--- src/rtl/seg_pkg.sv ---
// Shared segment patterns and digit codes for the seven-segment scan path.
// Patterns are active-low with bit 7 = decimal point and bits 6..0 = g..a.
package seg_pkg;

    localparam logic [7:0] SEG_0     = 8'hC0;
    localparam logic [7:0] SEG_1     = 8'hF9;
    localparam logic [7:0] SEG_2     = 8'hA4;
    localparam logic [7:0] SEG_3     = 8'hB0;
    localparam logic [7:0] SEG_4     = 8'h99;
    localparam logic [7:0] SEG_5     = 8'h92;
    localparam logic [7:0] SEG_6     = 8'h82;
    localparam logic [7:0] SEG_7     = 8'hF8;
    localparam logic [7:0] SEG_8     = 8'h80;
    localparam logic [7:0] SEG_9     = 8'h90;
    localparam logic [7:0] SEG_DASH  = 8'hBF;
    localparam logic [7:0] SEG_BLANK = 8'hFF;

    localparam logic [3:0] CODE_DASH  = 4'hA;
    localparam logic [3:0] CODE_BLANK = 4'hF;

endpackage

--- src/rtl/seg_decode.sv ---
// Maps a 4-bit digit code to a 7-bit active-low g..a pattern; purely combinational.
// Latency 0; no flow control (decimal point and blanking are applied by the parent).
module seg_decode
    import seg_pkg::*;
(
    input  logic [3:0] code,
    output logic [6:0] seg_n
);

    logic [7:0] pat;

    always_comb begin
        pat = SEG_BLANK;
        case (code)
            4'd0:      pat = SEG_0;
            4'd1:      pat = SEG_1;
            4'd2:      pat = SEG_2;
            4'd3:      pat = SEG_3;
            4'd4:      pat = SEG_4;
            4'd5:      pat = SEG_5;
            4'd6:      pat = SEG_6;
            4'd7:      pat = SEG_7;
            4'd8:      pat = SEG_8;
            4'd9:      pat = SEG_9;
            CODE_DASH: pat = SEG_DASH;
            default:   pat = SEG_BLANK;
        endcase
        seg_n = pat[6:0];
    end

endmodule

--- src/rtl/seg_scan_driver.sv ---
// Multiplexed common-anode scanner with prescaler, double-buffered digits, blink and dp.
// Outputs registered, 1 clk after position/buffer state; no backpressure, uLoad always accepted.
module seg_scan_driver
    import seg_pkg::*;
#(
    parameter int DIGITS       = 8,
    parameter int CLK_DIV      = 1000,
    parameter int BLINK_FRAMES = 64
) (
    input  logic                  clk,
    input  logic                  rst,
    input  logic                  uEn,
    input  logic                  uLoad,
    input  logic [4*DIGITS-1:0]   uData,
    input  logic [DIGITS-1:0]     uBlink,
    input  logic [DIGITS-1:0]     uDp,
    output logic [7:0]            ySEG_,
    output logic [DIGITS-1:0]     yAN_,
    output logic                  yFrame
);

    localparam int PW = (CLK_DIV > 1) ? $clog2(CLK_DIV) : 1;
    localparam int AW = $clog2(DIGITS);
    localparam int FW = (BLINK_FRAMES > 1) ? $clog2(BLINK_FRAMES) : 1;

    localparam logic [PW-1:0] PRESC_MAX = PW'(CLK_DIV - 1);
    localparam logic [AW-1:0] POS_MAX   = AW'(DIGITS - 1);
    localparam logic [FW-1:0] FRAME_MAX = FW'(BLINK_FRAMES - 1);

    typedef struct packed {
        logic [4*DIGITS-1:0] data;
        logic [DIGITS-1:0]   blink;
        logic [DIGITS-1:0]   dp;
    } buf_t;

    localparam buf_t BUF_RST = '{data: {DIGITS{CODE_BLANK}}, blink: '0, dp: '0};

    logic [PW-1:0]     presc_q, presc_d;
    logic [AW-1:0]     pos_q, pos_d;
    logic [FW-1:0]     frame_q, frame_d;
    logic              phase_q, phase_d;
    logic              pending_q, pending_d;
    buf_t              shadow_q, shadow_d;
    buf_t              active_q, active_d;
    logic [7:0]        seg_q, seg_d;
    logic [DIGITS-1:0] an_q, an_d;
    logic              frame_pulse_q, frame_pulse_d;

    logic              tick;
    logic              wrap;
    logic [3:0]        cur_code;
    logic              cur_blink;
    logic              cur_dp;
    logic [6:0]        dec_seg;

    seg_decode u_dec (
        .code  (cur_code),
        .seg_n (dec_seg)
    );

    always_comb begin
        tick      = (presc_q == PRESC_MAX);
        wrap      = tick && (pos_q == POS_MAX);

        presc_d   = tick ? '0 : presc_q + 1'b1;

        pos_d     = pos_q;
        if (tick) begin
            pos_d = (pos_q == POS_MAX) ? '0 : pos_q + 1'b1;
        end

        frame_d   = frame_q;
        phase_d   = phase_q;
        if (wrap) begin
            if (frame_q == FRAME_MAX) begin
                frame_d = '0;
                phase_d = ~phase_q;
            end else begin
                frame_d = frame_q + 1'b1;
            end
        end

        // Transfer takes the pre-edge shadow, so a load on the wrap cycle waits one more frame.
        active_d  = (wrap && pending_q) ? shadow_q : active_q;
        shadow_d  = uLoad ? '{data: uData, blink: uBlink, dp: uDp} : shadow_q;
        pending_d = uLoad ? 1'b1 : (wrap ? 1'b0 : pending_q);

        cur_code  = 4'(active_q.data >> {pos_q, 2'b00});
        cur_blink = active_q.blink[pos_q];
        cur_dp    = active_q.dp[pos_q];

        seg_d     = SEG_BLANK;
        an_d      = '1;
        if (uEn) begin
            an_d = ~(DIGITS'(1) << pos_q);
            if (!(phase_q && cur_blink)) begin
                seg_d = {~cur_dp, dec_seg};
            end
        end

        frame_pulse_d = wrap;
    end

    always_ff @(posedge clk or posedge rst) begin
        if (rst) begin
            presc_q       <= '0;
            pos_q         <= '0;
            frame_q       <= '0;
            phase_q       <= 1'b0;
            pending_q     <= 1'b0;
            shadow_q      <= BUF_RST;
            active_q      <= BUF_RST;
            seg_q         <= SEG_BLANK;
            an_q          <= '1;
            frame_pulse_q <= 1'b0;
        end else begin
            presc_q       <= presc_d;
            pos_q         <= pos_d;
            frame_q       <= frame_d;
            phase_q       <= phase_d;
            pending_q     <= pending_d;
            shadow_q      <= shadow_d;
            active_q      <= active_d;
            seg_q         <= seg_d;
            an_q          <= an_d;
            frame_pulse_q <= frame_pulse_d;
        end
    end

    assign ySEG_  = seg_q;
    assign yAN_   = an_q;
    assign yFrame = frame_pulse_q;

endmodule

--- config.mk ---
export PLATFORM = sky130hd
export DESIGN_NAME = seg_scan_driver
export DESIGN_NICKNAME = d
export VERILOG_FILES = /design/src/rtl/seg_pkg.sv /design/src/rtl/seg_decode.sv /design/src/rtl/seg_scan_driver.sv
export SDC_FILE = /design/constraint.sdc
export NUM_CORES = 1
export LEC_CHECK = 0
export ABC_AREA = 1
export CAP_MARGIN = 20
export CELL_PAD_IN_SITES_DETAIL_PLACEMENT = 2
export CELL_PAD_IN_SITES_GLOBAL_PLACEMENT = 2
export CORE_MARGIN = 2
export CORE_UTILIZATION = 37
export CTS_CLUSTER_DIAMETER = 200
export CTS_CLUSTER_SIZE = 30
export DETAILED_ROUTE_END_ITERATION = 8
export PLACE_DENSITY_LB_ADDON = 0.1
export SLEW_MARGIN = 20
export SYNTH_ARGS = -nofsm -noshare
export SYNTH_HDL_FRONTEND = slang
export SYNTH_SLANG_ARGS = --single-unit
--- constraint.sdc ---
create_clock -name clk -period 8 [get_ports clk]
set_input_delay 1.2 -clock clk [delete_from_list [all_inputs] [get_ports clk]]
set_output_delay 1.2 -clock clk [all_outputs]
set_load 0.03 [all_outputs]
* After elaboration in Yosys (flattened, before gate mapping)
Memory sizes are Yosys's and may differ from the RTL's.
Cells that the tools add are included.
** Storage, ports and cells
- Register bits :: 134
- Word-level logic and storage cells :: 44
- Output and inout port bits :: 17
- Memories :: 1
- Bits in read-only memories :: 112
** Operators by class
- Add/subtract/negate cells :: 3
- Magnitude comparators :: 1
- Mux-type cells :: 12
- Eq/ne operators :: 3
- Shift-type cells :: 2
- Bitwise logic cells :: 3
- Reduce and logical (&&, ||, !) cells :: 5
** Memory list
- (name not given) :: words 16, width 7, rd ports 1, clocked after Yosys merged registers in 0, wr ports 0, line seg_decode.sv:14 : case (code)
** Operators with widths (count)
- >> shifter 32 x 5 -> 4 bit :: 1
- 2-to-1 mux 8 bit :: 3
- adder 10 x 1 -> 10 bit, second input constant :: 1
- == test 10 bit, second input constant :: 1
- 2-to-1 mux 10 bit :: 1
- NOT 8 bit :: 1
- left shift 1 x 3 -> 8 bit, first input constant :: 1
- adder 6 x 1 -> 6 bit, second input constant :: 1
- binary-select mux 1 bit (select 3 bit) :: 2
- == test 6 bit, second input constant :: 1
- 2-to-1 mux 6 bit :: 1
- less-than comparator 3 x 4 -> 1 bit, second input constant :: 1
- 2-to-1 mux 1 bit :: 4
- adder 3 x 1 -> 3 bit, second input constant :: 1
- == test 3 bit, second input constant :: 1
- logical AND 1 bit :: 3
- 2-to-1 mux 3 bit :: 1
- NOT 1 bit :: 2
- AND reduction 2 bit :: 1
- nonzero test 2 bit :: 1

* Logic depth before layout (Yosys ltp)
- Depth in word-level cells :: 5
- Depth in mapped cells :: 14
- Mapped depth without buffers :: 12

* Cells and area by module
Synthesis repeated with hierarchy kept, for this count alone.
** Unflattened totals
- Cell total of the unflattened synthesis :: 738
- Area, all modules :: 6148.4 µm²
** By module, submodules not included
- seg_scan_driver :: area each 5924.4 µm², cells an instance 701, times used 1
- seg_decode :: area each 224.0 µm², cells an instance 37, times used 1

* Least setup slack after synthesis
No wires, ideal clock.
- Path kind :: input port to flip-flop
- Start :: input uLoad
- End :: register shadow_q[16] in the netlist's numbering
- Path buffers :: 3
- Arrival :: 2.034 ns
- Stages on the path :: 5
- Slack :: 5.887 ns
- Library setup time :: 0.079 ns
- Cell sequence :: clkbuf_1 -> clkbuf_1 -> clkbuf_1 -> nand2_1 -> o21ai_0
** RTL lines
- start, declared :: line seg_scan_driver.sv:13 : input logic uLoad,
- end signal, assigned :: line seg_scan_driver.sv:122 : shadow_q <= shadow_d;
- end, declared :: line seg_scan_driver.sv:43 : buf_t shadow_q, shadow_d;

* Final worst setup path
- Start :: register an_q[3], in the netlist yAN_[3]
- End :: output yAN_[3]
** RTL lines
- start, declared :: line seg_scan_driver.sv:46 : logic [DIGITS-1:0] an_q, an_d;
- start signal, assigned :: line seg_scan_driver.sv:125 : an_q <= an_d;
- end, declared :: line seg_scan_driver.sv:18 : output logic [DIGITS-1:0] yAN_,
No word-level cell between the ends.

==> summary.md <==
| Metric | Value |
|---|---|
| Status | finished, final reports clean |
| WHS | 0.4756 ns |
| Worst hold start | active_q[45]$_DFFE_PP1P_ |
| Slowest-stage cell, CP | clkdlybuf4s50_1 |
| Synth top area cells | dfstp_2, dfrtp_1, nand2_1 |
| Post-synthesis compound-gate area fraction | 10.27% |
| Top cells by count, synth | nand2_1, inv_1, dfstp_2, o21ai_0, dfrtp_1 |
| Seq/Total Area, Yosys | 57.85% |
| Initial Util | 37.72% |
| Top delay family on crit path | buffers and inverters |
| Clk_lat worst skew | 0.43 ns |
| Period utilization | 35.63% |
| Per-cell routed wire length | 16.23 µm |
| Hold Fails Final Rpt | 0 |
| Vias in the first global route | 5257 |
| Slew Limit Headroom | 35.53% |
| Max-slew violation count | 0 |
| Tot GR Track Use | 20.30% |
| Synth Area in XOR/XNOR | 0.7336% |
| Die Ht | 131.0 µm |
| Largest family of logic cells by synthesized area | simple AND/OR/NAND/NOR gates |
| Synth unique cells | 30 |
| Layout net count | 806 |
| GPL Wtd Cong | 0.7703 |
| Startpoint types | register |
| Hold crit path type | register to register |
| Yosys Warn Count | 0 |
| Worst R2R End | ySEG_[3]$_DFF_PP1_ |
| Hold Crit Endpoint | active_q[45]$_DFFE_PP1P_ |
| Clock power share | 51.7% |
| Row cnt | 46 |
| Simple logic cell fraction of the synthesized area | 19.47% |
| I/O Pins | 69 |
| PwrDens | 225.3 nW/µm² |
| Synth Flop Type | dfstp_2 |
| Final WL | 15.74 mm |
| Critical Path Fanout Max | 1 |
| Worst hold path depth | 2 |
| Final Critical Period | 2.851 ns |
| Setup-failing EPs final | 0 |
| CP peak stage delay | 0.68 ns |
| DRT iter0 DRCs | 253 |
| Leading area contributor after synthesis | dfstp_2 |
| Internal power | 1.310 mW |
| Share of the synthesized area in the top cell type | 35.21% |
| Die width | 131.0 µm |
| Most common cell in the netlist | nand2_1 |
| Sequential share of power | 43.1% |
| Via count | 4686 |
| Seq cells post-synth | 134 |
| Switching share of power | 21.77% |
| Mapped Nets | 745 |
| Max Cap Violations | 0 |
| Buf/Inv on CP | 1 |
| Hold-fix buffers, CTS | 0 |
| CP Data Required Time | 6.80 ns |
| Root buf cell | clkbuf_16 |
| Worst Reg-to-Reg Cells | 8 |
| Mux contribution to synthesized area | 0% |
| Max Root-Sink Buffers | 2 |
| CTS tree | yes |
| Critical Setup Path Class | register to output pin |
| Cell Chain, Critical Path | clkdlybuf4s50_1 |
| Reg-to-Reg Start | pos_q[1]$_DFFE_PP0N_ |
| EDFF count, synth | 0 |
| Critical Path AT | 1.65 ns |
| First-pass GRT wire length | 26.41 mm |
| Layout area overhead | 24.48% |
| Total net switching power | 0.3645 mW |
| # Post-CTS Setup Buffers | 0 |
| Mapped Cells | 680 |
| Core ar. | 15830 µm² |
| Reg2Reg Setup Slack | 5.23 ns |
| DR pass1 iterations | 4 |
| Post-DP HPWL | 9.969 mm |
| Num CTS Buffers | 17 |
| Async SR Flop Fraction | 100.0% |
| Logic pwr share | 5.2% |
| Synth Area in Adders | 2.725% |
| H-tree levels | 4 |
| Max frequency | 350.8 MHz |
| Post-route ant nets | 0 |
| Antenna violations before repair | 0 |
| Largest net degree at the start of global routing | 98 |
| Layout cells sized above 1 | 16.31% |
| Post-CTS Resized | 0 |
| Clk sinks | 134 |
| Peak supply drop | 0.1786 mV |
| Setup TNS | 0 ns |
| Buffers added on ports | 68 |
| Clock transition at path regs | 0.06 ns |
| Leakage | 3.302 nW |
| Synth Area per Inst | 8.779 µm² |
| Grt total ovfl | 0 |
| Worst clock skew | 0.01113 ns |
| Worst-Margin Slew | 0.9671 ns |
| Mapped cell area | 5969 µm² |
| Vias per Instance | 4.831 |
| RSZ-0062 raised after global routing | no |
| Crit end category | output pin |
| Antenna Cells | 0 |
| # DRC | 0 |
| Die area | 17170 µm² |
logic make-up after synthesis:
family | Yosys count
xor gates and xnor gates | 5
buffers and inverters | 130
DFF | 134
adders and majority gates | 13
and+or+nand+nor | 277
AOI/OAI and AO/OA | 121
worst max-delay path by stage:
stage,start,end,cells after the start
2_1_floorplan,rst,active_q[0]$_DFFE_PP0P_,1
4_1_cts,yAN_[3]$_DFF_PP1_,yAN_[3],1
3_3_place_gp,rst,shadow_q[10]$_DFFE_PP0P_,3
6_report,yAN_[3]$_DFF_PP1_,yAN_[3],1
5_1_grt,pos_q[1]$_DFFE_PP0N_,ySEG_[3]$_DFF_PP1_,8
3_5_place_dp,rst,shadow_q[11]$_DFFE_PP0P_,3
layout by cell type (no fill, tap or decap), types with 2 or more instances in the layout:
cell type	instances
o211ai_1	2
xor2_1	4
nand3_1	45
nor3_1	6
inv_1	99
dfrtp_1	54
bufinv_16	5
a21oi_1	7
o21ai_1	42
o21ai_0	69
clkinv_2	2
nand2_1	184
buf_4	3
nand4_1	3
nor2_1	29
ha_1	13
clkdlybuf4s50_1	67
clkinvlp_4	4
dfstp_2	80
clkbuf_16	17
layer usage:
| metal | up-vias | share of wire [%] | GRT usage [%] |
|---|---|---|---|
| li1 | 2246 | - | - |
| met2 | 58 | 53 | 36.91 |
| met4 | 0 | 1.3 | 6.884 |
| met3 | 18 | 2.5 | 4.886 |
| met1 | 2364 | 43 | 23.36 |
| met5 | - | 0 | 0 |
metrics by stage:
| step | worst slack [ns] | total power [mW] | instances | cell area, µm² | utilization, % |
|---|---|---|---|---|---|
| after floorplan | 3.350 | 0.7730 | 680 | 5969 | - |
| after global placement | 4.833 | 0.8149 | 938 | 6785 | 42.87 |
| after detailed placement | 4.740 | 0.8215 | 938 | 6785 | 42.87 |
| after CTS | 5.129 | 1.700 | 970 | 7431 | 46.95 |
| after global routing | 4.974 | 1.744 | 970 | 7431 | 46.95 |
| final | 5.149 | 1.674 | 970 | 7431 | 46.95 |
power by group through the flow:
stage          registers [mW]  clock network (mW)  logic [mW]
2_1_floorplan           0.733                   0      0.0396
3_3_place_gp            0.730                   0      0.0846
3_5_place_dp            0.732                   0      0.0892
4_1_cts                 0.722               0.887      0.0908
5_1_grt                 0.724               0.920       0.100
6_report                0.722               0.865      0.0871
layout make-up:
cell class                      instances  area, µm²
Timing Repair Buffer                   71      698.2
Sequential cell                       134       3453
Fill cell                            1709       8397
Tap cell                              216      270.3
Multi-Input combinational cell        416       1982
Inverter                              101      381.6
Clock buffer                           19      442.9
Clock inverter                         13      202.7
state kept, by name, indices dropped and copies added (netlist names):
register and flops:
active_q 48, pending_q 1, phase_q 1, frame_q 6
presc_q 10, shadow_q 48, yFrame 1, ySEG_ 8
yAN_ 8, pos_q 3
Power figures use the tool's default switching activity.
